File: src/rtl/dsm_pkg.sv
// Shared types and scale helpers for the delta-sigma DAC core.
package dsm_pkg;

  typedef enum logic {DSM_IDLE, DSM_RUN} dsm_state_e;
  typedef enum logic {DSM_ORD1, DSM_ORD2} dsm_order_e;

  function automatic int unsigned dsm_fs(input int unsigned w);
    return 32'd1 << w;
  endfunction

  function automatic int unsigned dsm_half(input int unsigned w);
    return 32'd1 << (w - 1);
  endfunction

  // Second-order input range kept inside [FS/8, 7FS/8] for loop stability.
  function automatic int unsigned dsm_clamp_lo(input int unsigned w);
    return dsm_fs(w) / 8;
  endfunction

  function automatic int unsigned dsm_clamp_hi(input int unsigned w);
    return (7 * dsm_fs(w)) / 8;
  endfunction

endpackage

File: src/rtl/dsm_sat_integrator.sv
// Combinational saturating acc + a - b with overflow flag.
module dsm_sat_integrator #(
  parameter int unsigned INT_WIDTH = 12
) (
  input  logic signed [INT_WIDTH-1:0] acc_i,
  input  logic signed [INT_WIDTH-1:0] a_i,
  input  logic signed [INT_WIDTH-1:0] b_i,
  output logic signed [INT_WIDTH-1:0] sum_o,
  output logic                        ovf_o
);

  localparam int unsigned EW = INT_WIDTH + 2;

  logic signed [EW-1:0] full;
  logic [EW-INT_WIDTH:0] top;

  assign full = EW'(acc_i) + EW'(a_i) - EW'(b_i);
  assign top  = full[EW-1:INT_WIDTH-1];

  always_comb begin
    ovf_o = !((&top) || (~|top));
    sum_o = full[INT_WIDTH-1:0];
    if (ovf_o) begin
      sum_o = full[EW-1] ? {1'b1, {(INT_WIDTH-1){1'b0}}}
                         : {1'b0, {(INT_WIDTH-1){1'b1}}};
    end
  end

endmodule

File: src/rtl/dsm2_stream_module.sv
// Delta-sigma DAC with selectable 1st/2nd-order shaping and a per-sample handshake.
module dsm2_stream_module
  import dsm_pkg::*;
#(
  parameter int unsigned DATA_WIDTH = 8,
  parameter int unsigned OSR        = 4,
  parameter int unsigned INT_WIDTH  = DATA_WIDTH + 4
) (
  input  logic                  clk_i,
  input  logic                  rst_ni,
  input  logic                  en_i,
  input  logic                  order_i,
  input  logic [DATA_WIDTH-1:0] data_i,
  input  logic                  valid_i,
  output logic                  ready_o,
  output logic                  data_o,
  output logic                  underrun_o,
  output logic                  sat_o
);

  localparam int unsigned CNT_W = (OSR > 2) ? $clog2(OSR) : 1;
  localparam logic [CNT_W-1:0] CNT_LAST = CNT_W'(OSR - 1);
  localparam logic signed [INT_WIDTH-1:0] FS_S   = $signed(INT_WIDTH'(dsm_fs(DATA_WIDTH)));
  localparam logic signed [INT_WIDTH-1:0] HALF_S = $signed(INT_WIDTH'(dsm_half(DATA_WIDTH)));
  localparam logic [DATA_WIDTH-1:0] CLAMP_LO = DATA_WIDTH'(dsm_clamp_lo(DATA_WIDTH));
  localparam logic [DATA_WIDTH-1:0] CLAMP_HI = DATA_WIDTH'(dsm_clamp_hi(DATA_WIDTH));

  dsm_state_e state_q, state_d;
  dsm_order_e order_q, order_d, order_eff;
  logic [DATA_WIDTH-1:0] sample_q, sample_d, sample_in;
  logic [CNT_W-1:0] osr_cnt_q, osr_cnt_d;
  logic signed [INT_WIDTH-1:0] e1_q, e1_d, e2_q, e2_d, e1_n, e2_n, x, fb;
  logic data_q, data_d, underrun_q, underrun_d, sat_q, sat_d;
  logic ovf1, ovf2, period_end, accept, clamp, y;

  assign period_end = (osr_cnt_q == CNT_LAST);
  assign ready_o    = en_i && ((state_q == DSM_IDLE) || period_end);
  assign accept     = ready_o && valid_i;
  assign order_eff  = (state_q == DSM_IDLE) ? dsm_order_e'(order_i) : order_q;

  always_comb begin
    sample_in = data_i;
    clamp     = 1'b0;
    if (order_eff == DSM_ORD2) begin
      if (data_i < CLAMP_LO) begin
        sample_in = CLAMP_LO;
        clamp     = 1'b1;
      end else if (data_i > CLAMP_HI) begin
        sample_in = CLAMP_HI;
        clamp     = 1'b1;
      end
    end
  end

  assign x  = $signed(INT_WIDTH'(sample_q));
  assign fb = data_q ? FS_S : '0;

  dsm_sat_integrator #(.INT_WIDTH(INT_WIDTH)) u_int1 (
    .acc_i(e1_q), .a_i(x), .b_i(fb), .sum_o(e1_n), .ovf_o(ovf1)
  );

  dsm_sat_integrator #(.INT_WIDTH(INT_WIDTH)) u_int2 (
    .acc_i(e2_q), .a_i(e1_n), .b_i(fb), .sum_o(e2_n), .ovf_o(ovf2)
  );

  assign y = (order_q == DSM_ORD2) ? (e2_n >= HALF_S) : (e1_n >= HALF_S);

  always_ff @(posedge clk_i) begin
    if (!rst_ni) begin
      state_q    <= DSM_IDLE;
      order_q    <= DSM_ORD1;
      sample_q   <= '0;
      osr_cnt_q  <= '0;
      e1_q       <= '0;
      e2_q       <= '0;
      data_q     <= 1'b0;
      underrun_q <= 1'b0;
      sat_q      <= 1'b0;
    end else begin
      state_q    <= state_d;
      order_q    <= order_d;
      sample_q   <= sample_d;
      osr_cnt_q  <= osr_cnt_d;
      e1_q       <= e1_d;
      e2_q       <= e2_d;
      data_q     <= data_d;
      underrun_q <= underrun_d;
      sat_q      <= sat_d;
    end
  end

  always_comb begin
    state_d = state_q;
    case (state_q)
      DSM_IDLE: if (accept) state_d = DSM_RUN;
      DSM_RUN:  if (!en_i)  state_d = DSM_IDLE;
      default:  state_d = DSM_IDLE;
    endcase
  end

  always_comb begin
    order_d    = order_q;
    sample_d   = sample_q;
    osr_cnt_d  = osr_cnt_q;
    e1_d       = e1_q;
    e2_d       = e2_q;
    data_d     = data_q;
    underrun_d = 1'b0;
    sat_d      = 1'b0;
    if (state_q == DSM_IDLE || !en_i) begin
      e1_d      = '0;
      e2_d      = '0;
      data_d    = 1'b0;
      osr_cnt_d = '0;
      if (state_q == DSM_IDLE && accept) begin
        sample_d = sample_in;
        order_d  = dsm_order_e'(order_i);
        sat_d    = clamp;
      end
    end else begin
      // The edge that accepts a new sample still modulates the old one.
      e1_d   = e1_n;
      e2_d   = (order_q == DSM_ORD2) ? e2_n : '0;
      data_d = y;
      sat_d  = ovf1 || ((order_q == DSM_ORD2) && ovf2);
      if (period_end) begin
        osr_cnt_d = '0;
        if (accept) begin
          sample_d = sample_in;
          sat_d    = sat_d || clamp;
        end else begin
          underrun_d = 1'b1;
        end
      end else begin
        osr_cnt_d = osr_cnt_q + 1'b1;
      end
    end
  end

  assign data_o     = data_q;
  assign underrun_o = underrun_q;
  assign sat_o      = sat_q;

endmodule

File: config.mk
export PLATFORM = sky130hd
export DESIGN_NAME = dsm2_stream_module
export DESIGN_NICKNAME = d
export VERILOG_FILES = /design/src/rtl/dsm_pkg.sv /design/src/rtl/dsm_sat_integrator.sv /design/src/rtl/dsm2_stream_module.sv
export SDC_FILE = /design/constraint.sdc
export NUM_CORES = 1
export LEC_CHECK = 0
export BUFFER_PORTS_ARGS = -buffer_cell sky130_fd_sc_hd__clkbuf_2
export CORE_MARGIN = 2
export CORE_UTILIZATION = 65
export CTS_CLUSTER_DIAMETER = 30
export CTS_CLUSTER_SIZE = 10
export DETAILED_ROUTE_END_ITERATION = 8
export HOLD_SLACK_MARGIN = 0.03
export PLACE_DENSITY = 0.84
export SLEW_MARGIN = 40
export SYNTH_ARGS = -nofsm -noshare
export SYNTH_HDL_FRONTEND = slang
export SYNTH_SLANG_ARGS = --single-unit
File: constraint.sdc
create_clock -name clk_i -period 14.9 [get_ports clk_i]
set_input_delay 1.49 -clock clk_i [delete_from_list [all_inputs] [get_ports clk_i]]
set_output_delay 1.49 -clock clk_i [all_outputs]
set_load 0.02 [all_outputs]
== Yosys cells after proc, flatten, opt, wreduce, memory -nomap -nowiden ==
Cells that the tools add are included.
Cells by class
  add/subtract/negate cells: 5
  order comparisons: 4
  equal/unequal tests: 2
  muxes and demuxes: 25
  bitwise logic cells: 4
  reduce and logical (&&, ||, !) cells: 27
Operators with widths (number)
  8-bit 2-to-1 mux: 7
  12-bit 2-to-1 mux: 4
  14-bit by 10-bit subtractor with 14-bit output: 2
  12-bit by 9-bit >= comparator with 1-bit output, second input constant: 2
  3-bit OR reduction: 5
  12-bit by 12-bit adder with 13-bit output: 1
  12-bit by 9-bit adder with 13-bit output: 1
  1-bit 2-to-1 mux: 12
  9-bit 2-to-1 mux: 1
  3-bit AND reduction: 3
  8-bit greater-than comparator, second input constant: 1
  8-bit by 6-bit < comparator with 1-bit output, second input constant: 1
  1-bit logical OR: 6
  1-bit zero test: 5
  1-bit logical AND: 4
  1-bit NOT: 4
  2-bit nonzero test: 2
  2-bit by 1-bit adder with 2-bit output, second input constant: 1
  2-bit == test, second input constant: 1
  2-bit by 1-bit inequality test with 1-bit output, second input constant: 1
  1-bit case mux with 2 select lines: 1
  2-bit AND reduction: 1
  2-bit OR reduction: 1
Storage, ports and cells
  flip-flop bits (word level): 39
  bits of input ports: 13
  output and inout bits: 4
  logic and storage cells: 76

== Depth between registers and ports, before layout ==
Gate-level depths: netlist (run 1).
  depth in word-level cells: 18
  gate-level depth with buffers: 30

== Hierarchy ==
From an unflattened synthesis (run 1), not the netlist that was laid out.
Unflattened totals
  cells, all modules: 449
  area, all modules: 3598.5 µm²
By module, submodules not included
  dsm2_stream_module: times used 1, cells each 122, area an instance 1263.7 µm²
  dsm_sat_integrator (u_int1): times used 1, cells each 158, area an instance 1167.4 µm²
  dsm_sat_integrator (u_int2): times used 1, cells each 169, area an instance 1167.4 µm²

== Worst setup path before layout (run 1) ==
OpenSTA, ideal clock, no wires.
  path kind: reg2reg
  from: reg sample_q[0]
  to: reg e2_q[0]
  library setup time: 0.058 ns
  arrival time: 5.890 ns
  required time: 14.842 ns
  slack: 8.952 ns
  stages on the path, launching flop included: 31
  buffers on the path: 2
  cell sequence: dfxtp_1 > ha_1 > inv_1 > fa_1 > nand2b_1 > a21oi_1 > o21ai_1 > xor2_1 > ha_1 > ha_1 > a21oi_1 > o21ai_0 > a21oi_1 > buf_2 > a21o_1 > ha_1 > inv_1 > fa_1 > nand2b_1 > a21oi_2 > o22ai_1 > xor2_1 > ha_1 > nand2_1 > mux2i_2 > a21bo_2 > or3_1 > a32o_1 > nor2_2 > buf_4 > a21o_1
Between the ends
  cells in the longest elaborated chain, start to end: 12
  elaborated cells on any way between the ends: 16
RTL lines
  from (decl): line dsm2_stream_module.sv:30  | logic [DATA_WIDTH-1:0] sample_q, sample_d, sample_in;
  from (signal assigned): line dsm2_stream_module.sv:82  | sample_q <= sample_d;
  12-bit by 9-bit adder with 13-bit output (*): line dsm_sat_integrator.sv:17  | assign full = EW'(acc_i) + EW'(a_i) - EW'(b_i);
  14-bit by 10-bit subtractor with 14-bit output (*): line dsm_sat_integrator.sv:17
  3-bit OR reduction: line dsm_sat_integrator.sv:21  | ovf_o = !((&top) || (~|top));
  1-bit zero test: line dsm_sat_integrator.sv:21
  1-bit logical OR: line dsm_sat_integrator.sv:21
  12-bit 2-to-1 mux (*): line dsm_sat_integrator.sv:23  | if (ovf_o) begin
  via e1_n[0]: line dsm2_stream_module.sv:32  | logic signed [INT_WIDTH-1:0] e1_q, e1_d, e2_q, e2_d, e1_n, e2_n, x, fb;
  12-bit by 12-bit adder with 13-bit output (*): line dsm_sat_integrator.sv:17
  14-bit by 10-bit subtractor with 14-bit output (*): line dsm_sat_integrator.sv:17
  3-bit OR reduction: line dsm_sat_integrator.sv:21
  1-bit zero test: line dsm_sat_integrator.sv:21
  1-bit logical OR: line dsm_sat_integrator.sv:21
  12-bit 2-to-1 mux (*): line dsm_sat_integrator.sv:23
  to (signal assigned): line dsm2_stream_module.sv:75  | e2_q <= '0;
  to (signal assigned): line dsm2_stream_module.sv:85  | e2_q <= e2_d;
  to (decl): line dsm2_stream_module.sv:32
The timed path passes the listed nets; every way through them passes the cells marked *.
A chain may end at the register's enable or synchronous reset.

== Final worst setup path (run 1) ==
  from: reg sample_q[0]
  to: reg e2_q[2]
Same word-level chain as after synthesis.

==> results of run 1 <==
[Yosys cell counts (2+ instances only)]
cell type / count
dfxtp_1: 39
clkbuf_1: 7
o21a_1: 6
o31ai_1: 2
o211ai_1: 8
ha_1: 25
xnor2_1: 11
o22ai_1: 2
xor2_1: 4
a31oi_1: 2
a21oi_1: 18
nand3_1: 13
a21boi_0: 9
or3_1: 2
or4_1: 2
inv_1: 19
and2_1: 14
nor2_1: 21
a21o_1: 19
nand2_1: 27
fa_1: 2
a211o_1: 2
nor2b_1: 2
and3_1: 3
o21ai_0: 11
a31o_2: 2
a211oi_1: 2
nand2b_1: 11
nand4_1: 2
nor3_1: 11
or2_2: 3
nand3b_1: 4
[routing by layer]
metal  global-route usage, %  part of all wire, %
met4                    4.49                 0.70
met5                       0                    0
met2                    40.8                   46
met3                    5.67                  4.2
met1                    36.3                   49
[critical path: cells and delay by family (launching register included)]
| kind | cells | cell delay [ns] |
|---|---|---|
| DFF | 1 | 0.33 |
| xor gates and xnor gates | 2 | 0.34 |
| muxes | 1 | 0.27 |
| and+or+nand+nor | 5 | 1.14 |
| AOI/OAI and AO/OA | 11 | 2.94 |
| adders and majority gates | 7 | 1.87 |
| buffers and inverters | 2 | 0.13 |
[power by group through the flow]
stage	clock (mW)	sequential [mW]	combinational [mW]
after detailed placement	0	0.109	0.0186
after global routing	0.0773	0.107	0.0216
after global placement	0	0.109	0.0182
after CTS	0.0722	0.107	0.0189
final	0.0714	0.107	0.0192
after floorplan	0	0.109	0.0134
[stage by stage]
step                setup slack [ns]  util, %  hold slack, ns  instance area (µm²)
finish                          7.83     73.5           0.442                 3000
global route                    7.36     73.5           0.480                 3000
CTS                             7.85     73.5           0.440                 3000
detailed placement              7.86     71.4           0.430                 2920
global placement                8.16     71.4           0.414                 2920
floorplan                       8.95        -           0.407                 2810
[kinds of logic after synthesis]
family	count (synthesis)
AOI/OAI and AO/OA	99
buffers and inverters	29
DFF	39
adders and majority gates	27
and+or+nand+nor	122
xor gates and xnor gates	16
muxes	3
[sequential cells by signal, indices dropped and copies added, names as in the netlist]
| name | cells |
|---|---|
| e1_q | 12 |
| e2_q | 12 |
| sample_q | 8 |
| osr_cnt_q | 2 |
| data_o | 1 |
| order_q | 1 |
| sat_o | 1 |
| state_q | 1 |
| underrun_o | 1 |
[cell type report]
class,instances,area share [%]
multi-input combinational,267,63.7
sequential,39,26.0
timing repair buffer,17,2.92
clock buffer,6,2.75
inverter,19,2.37
tap,50,2.08
clock inverter,1,0.167
[worst max-delay path by stage]
stage | startpoint | endpoint
after floorplan | sample_q[0] | e2_q[0]
after global placement | sample_q[0] | e2_q[2]
after detailed placement | sample_q[0] | e2_q[2]
after CTS | sample_q[0] | e2_q[2]
after global routing | sample_q[0] | e2_q[2]
final | sample_q[0] | e2_q[2]
==> flow_summary_export.csv, run 1 <==
group,metric,value,unit
clock_network,cts_buffers,5,
clock_network,clock_sinks,39,
timing,fin_worst_skew,0.00457,ns
floorplanning,start_util,68.7,%
clock_network,cts_htree_levels,2,
route,wl,6040,µm
layout,register_area,781,µm²
floorplanning,fp.dieW,69.7,µm
yosys,synth_area_leader_cell,"dfxtp_1",
timing,final-hold-violation-count,0,
clock_network,clockBufferDepth,2,
yosys,synth.avg_cell_area,8.38,µm²
route,drtPass1Iterations,4,
power,p_comb_share,9.7,%
yosys,ys_warn_count,0,
layout,nFillCells,326,
timing,timing.fmax,141,MHz
yosys,synth_seq_cells,39,
floorplanning,ios,17,
yosys,synth_flop_cell,"dfxtp_1",
setup_path,timing.rr.start,"sample_q[0]",
clock_network,cts_hold_buf,0,
place,hpwl,4630,µm
place,dp_cells,392,
global_routing,grt_overflow,0,
timing,finalSetupTns,0,ns
floorplanning,dieArea,4860,µm²
route,num_vias,2362,
yosys,synth-simple-area-share,23.2,%
layout,multi_input_area,1910,µm²
setup_path,cp_slowest_stage_delay,0.64,ns
yosys,synthMuxAreaShare,1.25,%
floorplanning,rows,23,
timing,max_slew_margin,47.5,%
power,ir_drop,0.0644,mV
power,p_leak,1.45,nW
route,viasPerCell,5.92,
yosys,synth_seq_area_share,27.8,%
yosys,synth_area,2810,µm²
place,port_buffers,16,
layout,layout_common_cells,"dfxtp_1, nand2_1, ha_1, nor2_1",
run_status,status,"finished clean",
route,drtAntennaViolNets,0,
clock_network,cts_tree,"yes",
global_routing,grt_max_degree,14,
yosys,synth_edf_count,0,
setup_path,ff2ff_setup_slack,7.83,ns
layout,drive_gt1_share,12.6,%
setup_path,start_kind,"register",
floorplanning,die_y,69.7,µm
yosys,ys_types,62,
yosys,async_flop_share,0,%
power,powerDensity,65.8,nW/µm²
floorplanning,core-area,4090,µm²
hold_path,hp-start,"osr_cnt_q[0]",
clock_network,post_cts_buffers,0,
place,place.gp.congestion,0.927,
global_routing,grt_pass1_vias,2163,
setup_path,r2r_end,"e2_q[2]",
timing,finalSetupViolCount,0,
setup_path,cp-end-kind,"register",
setup_path,crit_fanout,11,
clock_network,clk_latency,0.29,ns
yosys,synth_top_family_by_area,"compound AO/OA/AOI/OAI gates",
clock_network,cts_root_buf,"clkbuf_8",
power,clkPwrFrac,36.1,%
clock_network,clk_pin_slew,0.07,ns
yosys,synth_compound_area_share,25.5,%
global_routing,grt_pass1_wl,10100,µm
layout,layout.cells.most_common,"dfxtp_1",
job,drv_cap,0,
layout,nets,389,
layout,diodes,0,
yosys,synthTopCellsByArea,"dfxtp_1, ha_1, a21o_1",
global_routing,grtUsageTotal,25.7,%
power,internal_power,0.150,mW
yosys,synth_top_area_share,27.8,%
route,drc,0,
layout,stdcell_count,399,
timing,finalCritPeriodShare,47.4,%
yosys,synth_fa_ha_area_share,12.6,%
power,p_switching,0.0476,mW
setup_path,worstRegToRegCells,28,
hold_path,hold_path_class,"register to register",
setup_path,cpMostUsedCell,"ha_1",
setup_path,worstSetupPathType,"register to register",
timing,rsz0062_at_grt,"no",
layout,area_growth,6.95,%
route,wire_per_inst,15.1,µm
setup_path,arrival,7.31,ns
clock_network,cts_resized,0,
power,finalPower,0.198,mW
setup_path,cp.required,15.14,ns
yosys,synthXorXnorAreaFrac,5.66,%
hold_path,holdPathEnd,"osr_cnt_q[0]",
power,p_sw_share,24.1,%
timing,worst-slew-pin-transition,0.787,ns
setup_path,slowest_stage,"a21oi_1",
global_routing,antenna_found_initial,0,
timing,fin_crit,7.07,ns
yosys,netlist_instances,335,
route,first_iter_violations,139,
yosys,synth_fp_nets,375,
power,p_seq_share,54.1,%
hold_path,hold_depth,1,
timing,drv_slew,0,
No activity file was read; power rests on OpenSTA's default activity.
==> run 2: changes to the inputs <==
Settings changed: CORE_UTILIZATION 65 to 55, PLACE_DENSITY 0.84 to 0.76.
Clock period 14.9 ns to 5.7 ns, I/O delays scaled along.
==> run 2 against run 1 <==
  * Clock skew up 0.0052 ns
  * Non-clock buffer count up 30
  * Clock power rose to 2.9 times the previous value
  * Sequential share of layout area down 3.2 points
  * Flip-flop and latch count unchanged
  * Highest routed layer unchanged
  * Clock-buffer cell count unchanged
  * Sequential power rose to 2.6 times the previous value
  * Global-route usage down 0.82 points
  * Critical endpoint unchanged
  * Total power rose to 2.7 times the previous value
==> flow_summary_export.csv, run 2 (synthesized netlist as in run 1, its figures left out) <==
group,metric,value,unit
route,drtPass1Iterations,4,
floorplanning,start_util,56.1,%
global_routing,grt_overflow,0,
setup_path,crit_fanout,11,
timing,worst-slew-pin-transition,0.506,ns
timing,finalSetupViolCount,0,
route,wl,6790,µm
setup_path,timing.rr.start,"e1_q[0]",
place,placed_cell_area,3150,µm²
layout,area_growth,22.5,%
route,first_iter_violations,149,
hold_path,hold_depth,1,
hold_path,holdPathEnd,"osr_cnt_q[0]",
hold_path,hold_path_class,"register to register",
timing,drv_slew,0,
floorplanning,core-area,5010,µm²
clock_network,cts_tree,"yes",
setup_path,cp_slowest_stage_delay,0.37,ns
global_routing,top_usage_layer,"met2",
global_routing,grt_max_degree,14,
route,drtAntennaViolNets,0,
clock_network,cts_buffers,5,
place,place.gp.congestion,0.907,
place,hpwl,4960,µm
global_routing,grtUsageTotal,24.9,%
power,finalPower,0.540,mW
floorplanning,fp.dieW,75.5,µm
setup_path,cpMostUsedCell,"buf_4",
job,drv_cap,0,
global_routing,grt_pass1_vias,2377,
global_routing,use_met1,33.0,%
clock_network,clockBufferDepth,2,
global_routing,grt_pass1_wl,10800,µm
power,powerDensity,157,nW/µm²
timing,timing.fmax,181,MHz
global_routing,globalRouteMet3Util,4.89,%
timing,final-hold-violation-count,0,
global_routing,use_met2,42.1,%
layout,drive_gt1_share,26.3,%
run_status,status,"finished clean",
timing,finalCritPeriodShare,96.7,%
clock_network,cts_root_buf,"clkbuf_8",
clock_network,clock_sinks,39,
route,wire_per_inst,15.1,µm
layout,fin_area,3440,µm²
route,num_vias,2573,
place,port_buffers,16,
power,ir_drop,0.157,mV
clock_network,clk_pin_slew,0.09,ns
layout,finalCoreUtilization,68.7,%
timing,fin_crit,5.51,ns
timing,max_slew_margin,66.1,%
setup_path,cp-end-kind,"register",
setup_path,cp.required,5.94,ns
floorplanning,die_y,75.5,µm
setup_path,slowest_stage,"fa_1",
route,drc,0,
floorplanning,ios,17,
global_routing,antenna_found_initial,0,
layout,layout.cells.most_common,"dfxtp_1",
layout,layout_common_cells,"dfxtp_1, buf_4, nand2_1, nor2_1",
setup_path,cp_num_buf_inv,6,
setup_path,worstRegToRegCells,27,
setup_path,start_kind,"register",
setup_path,arrival,5.75,ns
clock_network,cts_hold_buf,0,
setup_path,r2r_end,"e2_q[2]",
clock_network,clk_latency,0.30,ns
hold_path,hp-start,"osr_cnt_q[0]",
power,p_leak,1.67,nW
route,viasPerCell,5.72,
floorplanning,rows,26,
layout,nets,419,
floorplanning,dieArea,5690,µm²
layout,diodes,0,
setup_path,worstSetupPathType,"register to register",
clock_network,cts_htree_levels,2,
setup_path,ff2ff_setup_slack,0.19,ns
layout,reg.largest.list,"e1_q (12), e2_q (12), sample_q (8)",
setup_path,critical_path.top_delay_family,"simple AND/OR/NAND/NOR gates",
timing,fin_worst_skew,0.00980,ns
-- run 2: what timing repair did --
action / CTS / global route
endpoints found under the setup margin: 13 / 13
pin swaps: 3 / 10
gates resized for setup: 7 / 25
hold endpoints to repair: 0 / 0
setup buffers: 3 / 4
-- run 2: metrics by stage --
stage	TNS [ns]	hold WS, ns	instances	setup WS (ns)
2_1_floorplan	0	0.407	335	0.0214
3_3_place_gp	0	0.412	435	0.0657
3_5_place_dp	-1.21	0.434	435	-0.137
4_1_cts	0	0.443	446	0.00267
5_1_grt	-0.0269	0.456	450	-0.0198
6_report	0	0.437	450	0.187
-- run 2: worst max-delay path by stage --
stage | from | end | slack, ns | cells past startpoint
6_report | e1_q[0] | e2_q[2] | 0.19 | 27
3_5_place_dp | sample_q[0] | e2_q[2] | -0.14 | 29
4_1_cts | sample_q[0] | e2_q[2] | 0.003 | 29
5_1_grt | sample_q[7] | e2_q[2] | -0.02 | 26
2_1_floorplan | sample_q[0] | e2_q[0] | 0.02 | 30
3_3_place_gp | sample_q[0] | e2_q[2] | 0.07 | 29
-- run 2: routing by layer --
layer / vias to the layer above / part of all wire (%)
li1: 1296 / -
met1: 1211 / 47
met2: 56 / 47
met3: 10 / 4.7
met4: 0 / 0.85
met5: - / 0
-- run 2: where the power goes --
part	total (mW)	switching (mW)	leakage, nW	internal, mW
registers	0.280	0.00353	0.316	0.276
logic	0.0543	0.0309	1.31	0.0235
clock network	0.206	0.107	0.0474	0.0989
total	0.540	0.142	1.67	0.399
-- run 2: cell type report --
type	instances	area (µm²)
well taps	70	87.6
inverters	19	71.3
repair buffers	47	325
clock inverters	2	16.3
flip-flops and latches	39	783
clock buffers	6	82.6
fillers	420	1570
multi-input cells	267	2080
